===== src/rtl/fetch_sequencer.sv =====
// Program-flow controller: req/done run FSM, PC with absolute/relative branches
// through a run-time writable jump table, ALU flag registers and a retire counter.
module fetch_sequencer #(
  parameter int             D          = 12,
  parameter int             LW         = 5,
  parameter logic [D-1:0]   START_ADDR = '0,
  parameter logic [D-1:0]   HALT_ADDR  = D'(128),
  parameter int             CW         = 16
) (
  input  logic          clk,
  input  logic          reset,
  input  logic          req,
  input  logic          stall,
  input  logic          absj,
  input  logic          relj,
  input  logic [1:0]    br_cond,
  input  logic [LW-1:0] lut_idx,
  input  logic          lut_wr_en,
  input  logic [LW-1:0] lut_wr_idx,
  input  logic [D-1:0]  lut_wr_data,
  input  logic          flag_en,
  input  logic          zero_i,
  input  logic          pari_i,
  input  logic          sc_i,
  input  logic          sc_en,
  input  logic          sc_clr,
  output logic [D-1:0]  prog_ctr,
  output logic          running,
  output logic          done,
  output logic          zeroQ,
  output logic          pariQ,
  output logic          scQ,
  output logic [CW-1:0] instr_cnt
);

  typedef enum logic [1:0] {IDLE = 2'd0, RUN = 2'd1, DONE = 2'd2} state_t;

  state_t       state, state_nxt;
  logic [D-1:0] lut [2**LW];
  logic [D-1:0] lut_q, pc_nxt;
  logic         at_halt, retire, cond, start;

  assign lut_q   = lut[lut_idx];
  assign at_halt = (prog_ctr == HALT_ADDR);
  assign start   = (state == IDLE) && req;
  // Halt check wins over stall and jumps: a halted PC never retires.
  assign retire  = (state == RUN) && !at_halt && !stall;
  assign running = (state == RUN);
  assign done    = (state == DONE);

  always_comb begin
    cond = 1'b1;
    case (br_cond)
      2'b01:   cond = zeroQ;
      2'b10:   cond = pariQ;
      2'b11:   cond = scQ;
      default: cond = 1'b1;
    endcase
  end

  always_comb begin
    state_nxt = state;
    case (state)
      IDLE:    if (req)     state_nxt = RUN;
      RUN:     if (at_halt) state_nxt = DONE;
      DONE:    if (!req)    state_nxt = IDLE;
      default:              state_nxt = IDLE;
    endcase
  end

  always_comb begin
    pc_nxt = prog_ctr;
    if (start)
      pc_nxt = START_ADDR;
    else if (retire) begin
      if (absj && cond)      pc_nxt = lut_q;
      else if (relj && cond) pc_nxt = prog_ctr + lut_q;
      else                   pc_nxt = prog_ctr + D'(1);
    end
  end

  always_ff @(posedge clk or negedge reset) begin
    if (!reset) state <= IDLE;
    else        state <= state_nxt;
  end

  always_ff @(posedge clk or negedge reset) begin
    if (!reset) begin
      prog_ctr  <= START_ADDR;
      instr_cnt <= '0;
    end else begin
      prog_ctr <= pc_nxt;
      if (start)
        instr_cnt <= '0;
      else if (retire && (instr_cnt != '1))
        instr_cnt <= instr_cnt + CW'(1);
    end
  end

  // Flags are sampled by cond before this edge, so a same-edge write is not seen by the branch.
  always_ff @(posedge clk or negedge reset) begin
    if (!reset) begin
      zeroQ <= 1'b0;
      pariQ <= 1'b0;
      scQ   <= 1'b0;
    end else if (retire) begin
      if (flag_en) begin
        zeroQ <= zero_i;
        pariQ <= pari_i;
      end
      if (sc_clr)     scQ <= 1'b0;
      else if (sc_en) scQ <= sc_i;
    end
  end

  always_ff @(posedge clk or negedge reset) begin
    if (!reset) begin
      for (int i = 0; i < 2**LW; i++) lut[i] <= '0;
    end else if (lut_wr_en) begin
      lut[lut_wr_idx] <= lut_wr_data;
    end
  end

endmodule


===== config.mk =====
export PLATFORM = sky130hd
export DESIGN_NAME = fetch_sequencer
export DESIGN_NICKNAME = d
export VERILOG_FILES = /design/src/rtl/fetch_sequencer.sv
export SDC_FILE = /design/constraint.sdc
export NUM_CORES = 1
export LEC_CHECK = 0
export ABC_AREA = 1
export CAP_MARGIN = 0
export CELL_PAD_IN_SITES_DETAIL_PLACEMENT = 2
export CELL_PAD_IN_SITES_GLOBAL_PLACEMENT = 2
export CORE_MARGIN = 5
export CORE_UTILIZATION = 39
export CTS_BUF_LIST = sky130_fd_sc_hd__clkbuf_8
export DETAILED_ROUTE_END_ITERATION = 8
export PLACE_DENSITY_LB_ADDON = 0.1
export SLEW_MARGIN = 20
export SYNTH_ARGS = -nofsm -noshare
export SYNTH_HDL_FRONTEND = slang
export SYNTH_SLANG_ARGS = --single-unit
export TNS_END_PERCENT = 1

===== constraint.sdc =====
create_clock -name clk -period 2.9 [get_ports clk]
set_input_delay 0.29 -clock clk [delete_from_list [all_inputs] [get_ports clk]]
set_output_delay 0.29 -clock clk [all_outputs]
set_load 0.005 [all_outputs]

==> results of run 1 <==
[worst paths after layout]
kind	startpoint	end	cells after the start
worst min-delay path	reset	lut[332]$_DFFE_PN0P_	2
min in group clk	sc_i	scQ$_DFFE_PN0P_	3
worst max register to register	lut[255]$_DFFE_PN0P_	prog_ctr[9]$_DFFE_PN0P_	15
max in group asynchronous	reset	lut[79]$_DFFE_PN0P_	3
worst max-delay path	lut[255]$_DFFE_PN0P_	prog_ctr[9]$_DFFE_PN0P_	15
worst min register to register	lut[269]$_DFFE_PN0P_	lut[269]$_DFFE_PN0P_	2
[metal layers]
metal	track usage, %	wire, um	part of all wire, %
met1	36.5	34500	44
met2	47.9	38600	49
met3	4.53	3170	4.0
met4	8.37	2260	2.9
met5	0	0	0
[placed cells by master (no fill, tap or decap), types with 2 or more instances in the layout]
cell type and instances:
clkinv_1 2, nor4_4 2, nor3_2 9, clkbuf_8 96, clkdlybuf4s50_1 65, ha_1 10, a21oi_1 51, nand4_1 5
o21a_1 2, o31ai_1 7, o21ai_1 52, a22o_1 6, a31oi_1 2, inv_6 3, o211ai_1 13, a21oi_2 11
buf_2 2, nor2_1 166, nand3_2 12, buf_6 2, ha_4 2, xor2_1 11, o22ai_1 48, inv_2 3
buf_12 29, a21o_1 2, o211ai_2 2, nand3_1 125, o221ai_1 8, dfrtp_1 417, nor3_1 9, buf_4 186
nor3_4 2, nand2_2 8, clkinv_2 7, o21ai_0 508, nor4_1 5, nand2_1 626, inv_1 108
[worst reg2reg max path: cells and delay by family (launching register included)]
kind                       cells  cell delay [ns]
DFF                            1             0.40
buffers and inverters          1             0.07
and+or+nand+nor                8             1.00
AOI/OAI and AO/OA              5             1.17
adders and majority gates      1             0.22
[power by group through the flow]
stage	clock network [W]	logic (W)	registers (W)
6_report	0.00567	0.00415	0.00775
5_1_grt	0.00609	0.00460	0.00788
4_1_cts	0.00581	0.00403	0.00775
3_5_place_dp	0	0.00393	0.00781
3_3_place_gp	0	0.00370	0.00773
2_1_floorplan	0	0.00212	0.00758
[cell families after synthesis]
| family | share of synthesized area, % |
|---|---|
| AOI/OAI and AO/OA | 19.2 |
| xor gates and xnor gates | 0.487 |
| adders and majority gates | 0.860 |
| buffers and inverters | 6.52 |
| DFF | 52.8 |
| muxes | 0.0569 |
| and+or+nand+nor | 20.2 |
[what timing repair did]
item,CTS,global route
endpoints found under the hold margin,66,0
endpoints found under the setup margin,9,9
setup buffers,3,6
hold buffers,1,0
resized for setup,6,47
pin swaps,3,26
[state kept, by name, summed over array words and instances, names as in the netlist]
name	count
lut	384
pariQ	1
prog_ctr	12
scQ	1
state	2
zeroQ	1
instr_cnt	16
[layout make-up]
class | count | area (um2) | area share [%]
Tap cell | 672 | 841 | 3.50
Sequential cell | 417 | 10400 | 43.4
Inverter | 90 | 347 | 1.44
Multi-Input combinational cell | 1715 | 8230 | 34.2
Timing Repair Buffer | 286 | 2690 | 11.2
Clock inverter | 36 | 183 | 0.760
Antenna cell | 1 | 2.50 | 0.0104
Clock buffer | 96 | 1320 | 5.50
[metrics by stage]
stage          hold slack, ns  setup TNS (ns)  instance area, um2  setup slack [ns]  util (%)
4_1_cts                 0.173         -0.0127               23800           -0.0127      47.5
6_report                0.187         -0.0716               24000           -0.0439      47.9
2_1_floorplan        -0.00559               0               19800             0.186         -
3_5_place_dp            0.302           -4.09               22300            -0.545      44.4
5_1_grt                 0.189          -0.936               24000            -0.209      47.9
3_3_place_gp            0.298           -3.15               22300            -0.471      44.4
==> results_dict.tcl, run 1 <==
set metrics [dict create \
    place_congestion 0.847 \
    finalCritPeriodShare_pct 102 \
    p_switching_w 0.00581 \
    dieHeight_um 235 \
    initialDrtViolationCount 1145 \
    synth_top_flop_cell "dfrtp_1" \
    numPortBuffers 69 \
    crit_slowest_cell "dfrtp_1" \
    max_slew.worst_pin.slew_ns 0.877 \
    synth-warning-count 0 \
    wl_per_cell_um 23.7 \
    fill_cells 5524 \
    power_density_nw_per_um2 731 \
    overflow 0 \
    crit_fanout 5 \
    syn_nets 2456 \
    grt_antenna_before_repair 1 \
    ys_top_cells_by_area "dfrtp_1 53%, o21ai_0 13%, nand2_1 12%" \
    drv_slew 0 \
    clk_pin_slew_ns 0.06 \
    cp-start-kind "flop" \
    ctsLongestPathBuffers 3 \
    synth_area_leader_cell "dfrtp_1" \
    status "complete, but fails checks" \
    power_frac_seq_pct 44.1 \
    grt_first_pass_wirelength_um 122000 \
    syn_avg_cell_area_um2 8.22 \
    cp_top_family "compound AO/OA/AOI/OAI gates" \
    synth_most_common_cell "nand2_1" \
    final_hold_viol_count 0 \
    r2r_setup_slack_ns -0.04 \
    critical_path.endpoint_type "flop" \
    routed_via_density 5.63 \
    ant_nets 0 \
    crit_chain "nand2_2 -> a22o_4 -> o211ai_1 -> nand3_1 -> a21oi_2 -> ha_4 -> inv_1 -> nor3_2 -> nand2_1 -> o211ai_1 -> a31oi_1 -> or2_4 -> nand3_1 -> nand3_1 -> nand2_1" \
    netlist_area_um2 19800 \
    drc_errors 0 \
    relSlewSlack_pct 41.4 \
    fmax_mhz 340 \
    pwr-share-comb_pct 23.6 \
    synth_commonest_cells "630 x nand2_1, 521 x o21ai_0, 417 x dfrtp_1" \
    synth_edf_count 0 \
    p_sw_share_pct 33.1 \
    firstDrtPassIters 5 \
    max_stage_delay_ns 0.40 \
    ys_seq_elements 417 \
    criticalPathCategory "flop to flop" \
    hpwl_um 52200 \
    num_rows 82 \
    hold_path.class "primary input to async pin" \
    ctsRootBufferMaster "clkbuf_8" \
    synthToLayoutAreaGrowth_pct 21.6 \
    fin_crit_ns 2.94 \
    setup_violations 3 \
    grt_setup_unrepaired "yes" \
    grt_usage_pct 27.9 \
    cp.required_ns 3.49 \
    die_width_um 235 \
    final.setup_skew_ns 0.0296 \
    clk-insertion-delay-late_ns 0.68 \
    cts_buffers 78 \
    core_um2 50200 \
    power.internal_w 0.0118 \
    io_pins 70 \
    cp_num_buf_inv 1 \
    cpMostUsedCell "nand3_1" \
    synthArstFlopShare_pct 100 \
    seq_area_frac_synth_pct 52.8 \
    synth_cell_types 43 \
    grt_pass1_vias 20800 \
    stdcell_count 3313 \
    grt_max_degree 76 \
    clkSinkCount 417 \
    power_w 0.0176 \
    p_leak_nw 11.1 \
    dp.cells 3170 \
    dieArea_um2 55300 \
    vdd_drop_max_v 0.000444 \
    cap_violations 0 \
    nets 2638 \
    finalWorstSetupSlack_ns -0.0439 \
    synth_top_area_share_pct 52.8 \
    violations "negative setup slack" \
    vias 18700 \
    p_clk_share_pct 32.3 \
    cts_max_level 3 \
    wirelength_um 78500 \
    initial_core_util_pct 39.4 \
    syn_inst 2406 \
    worstPathArrival_ns 3.53 \
    drive_gt1_share_pct 14.7 \
    cts_tree "built" \
]
(Power assumes the default switching activity.)
==> inputs of run 2 (changes only) <==
CORE_UTILIZATION = 41   (was 39)
DONT_BUFFER_PORTS = 1   (was unset)
SLEW_MARGIN = unset   (was 20)
==> run 2 against run 1 <==
Effect of this change:
- global-route usage decreased by 0.16 points
- power decreased by 4.8%
- clock-buffer cell count decreased by 5
- the flow finishes with violations (negative hold slack, max-slew violations, negative setup slack)
- non-clock buffer count decreased by 139
- clock power decreased by 5.3%
- hold slack got worse by 0.85 ns
- core utilization decreased by 0.65 points
- sequential cell count unchanged
- worst setup slack got worse by 0.040 ns
- sequential power increased by 1%
==> results_dict.tcl, run 2 (synthesis gave the netlist of run 1 again) <==
set metrics [dict create \
    status "complete, but fails checks" \
    violations "negative hold slack, max-slew violations, negative setup slack" \
    overflow 0 \
    final.setup_skew_ns 0.0177 \
    grt_antenna_before_repair 1 \
    finalWorstSetupSlack_ns -0.0835 \
    synthToLayoutAreaGrowth_pct 14.1 \
    finalCritPeriodShare_pct 103 \
    cp_num_buf_inv 1 \
    max_stage_delay_ns 0.42 \
    firstDrtPassIters 5 \
    cap_violations 0 \
    cp-start-kind "flop" \
    cp.required_ns 3.41 \
    p_leak_nw 10.3 \
    cp_top_family "simple AND/OR/NAND/NOR gates" \
    setup_violations 3 \
    num_rows 80 \
    core_um2 47700 \
    crit_chain "o21ai_0 -> nor2_1 -> a21oi_1 -> a21oi_1 -> o21ai_1 -> nand3_2 -> nand2_1 -> nand2_1 -> ha_1 -> fa_2 -> buf_4 -> nand3_1 -> nand2_1 -> nor2_1 -> o21ai_0 -> nand3_1 -> o21ai_0" \
    die_width_um 230 \
    drive_gt1_share_pct 12.3 \
    numPortBuffers 0 \
    crit_fanout 4 \
    final_cell_mix "627 x nand2_1, 495 x o21ai_0, 417 x dfrtp_1, 165 x nor2_1, 116 x buf_4" \
    largest_register "lut" \
    critical_path.endpoint_type "flop" \
    power_density_nw_per_um2 741 \
    io_pins 70 \
    final_hold_viol_count 417 \
    clkSinkCount 417 \
    vias 18200 \
    grt_setup_unrepaired "yes" \
    initialDrtViolationCount 1184 \
    fin_util_pct 47.3 \
    crit_slowest_cell "fa_2" \
    ctsLongestPathBuffers 3 \
    grt_pass1_vias 20000 \
    worstPathArrival_ns 3.49 \
    grt_first_pass_wirelength_um 116000 \
    grt_max_degree 418 \
    cts_max_level 3 \
    relSlewSlack_pct -43.6 \
    wirelength_um 76900 \
    cts_tree "built" \
    ctsRootBufferMaster "clkbuf_8" \
    dieHeight_um 230 \
    fin_crit_ns 2.98 \
    place_congestion 0.856 \
    cts_buffers 77 \
    drc_errors 0 \
    drv_slew 259 \
    max_slew.worst_pin.slew_ns 2.15 \
    hpwl_um 45200 \
    routed_via_density 5.85 \
    wl_per_cell_um 24.7 \
    hold_path.class "primary input to async pin" \
    largest_register_ffs 384 \
    dp_slack_ns -0.482 \
    fmax_mhz 335 \
    initial_core_util_pct 41.4 \
    criticalPathCategory "flop to flop" \
    setup_total_negative_slack_ns -0.103 \
    clk_pin_slew_ns 0.07 \
    grt_usage_pct 27.8 \
    reg_top3 "lut: 384 flops, instr_cnt: 16 flops, prog_ctr: 12 flops" \
    final_common_cell "nand2_1" \
    fill_cells 5288 \
    dieArea_um2 52700 \
    vdd_drop_max_v 0.000398 \
    diodes 0 \
    multi_input_area_um2 8360 \
    seq_area_um2 10400 \
    hold_slack_ns -0.667 \
    ant_nets 0 \
    nets 2498 \
    power_w 0.0167 \
    clk-insertion-delay-late_ns 0.65 \
]
-- run 2: cell count changes in the layout (fill, tap and decap cells not counted), sizes merged --
| cell | previous run | this run |
|---|---|---|
| buf | 220 | 125 |
| clkdlybuf4s50 | 65 | 0 |
| dlygate4sd3 | 1 | 22 |
| clkbuf | 96 | 91 |
| clkinv | 9 | 12 |
| inv | 115 | 112 |
| bufinv | 1 | 0 |
| diode | 1 | 0 |
-- run 2: layer usage --
metal	routed length, um	part of all wire, %	vias up	track usage, %
met2	37600	49	427	47.4
met3	3270	4.3	145	4.84
met4	2570	3.3	0	9.15
met5	0	0	-	0
li1	-	-	8119	-
met1	33400	43	9499	35.9
-- run 2: repair_timing --
action                                  CTS  global route
cloned                                    0             0
endpoints found under the setup margin    9            10
endpoints found under the hold margin   447           418
hold buffers                             21             1
resized for setup                        16            77
setup buffers                             0            10
pin swaps                                 1            36
-- run 2: path summary, 6_finish.rpt --
kind / startpoint / to / slack (ns) / cells past startpoint
worst max-delay path: lut[60]$_DFFE_PN0P_ / prog_ctr[4]$_DFFE_PN0P_ / -0.08 / 17
worst min-delay path: reset / prog_ctr[7]$_DFFE_PN0P_ / -0.67 / 0
worst max register to register: lut[60]$_DFFE_PN0P_ / prog_ctr[4]$_DFFE_PN0P_ / -0.08 / 17
worst min register to register: lut[127]$_DFFE_PN0P_ / lut[127]$_DFFE_PN0P_ / 0.48 / 2
max in group asynchronous: reset / lut[173]$_DFFE_PN0P_ / 1.84 / 0
min in group clk: lut_idx[4] / prog_ctr[9]$_DFFE_PN0P_ / 0.04 / 4
-- run 2: area by class of cell --
cell class,count,share of cell area [%]
Tap cell,615,3.41
Sequential cell,417,46.2
Timing Repair Buffer,147,5.59
Multi-Input combinational cell,1715,37.0
Inverter,90,1.55
Clock inverter,35,0.649
Clock buffer,91,5.55
-- run 2: report_power, final --
| part | switching (W) | leakage, nW | internal, W | total, W |
|---|---|---|---|---|
| logic | 0.00213 | 4.15 | 0.00138 | 0.00352 |
| clock network | 0.00256 | 0.823 | 0.00281 | 0.00537 |
| registers | 0.000846 | 5.37 | 0.00698 | 0.00783 |
| total | 0.00553 | 10.3 | 0.0112 | 0.0167 |
-- run 2: through the flow --
step	std cells	cell area, um2
2_1_floorplan	2406	19800
3_3_place_gp	2952	20600
3_5_place_dp	2952	20600
4_1_cts	3099	22200
5_1_grt	3110	22600
6_report	3110	22600
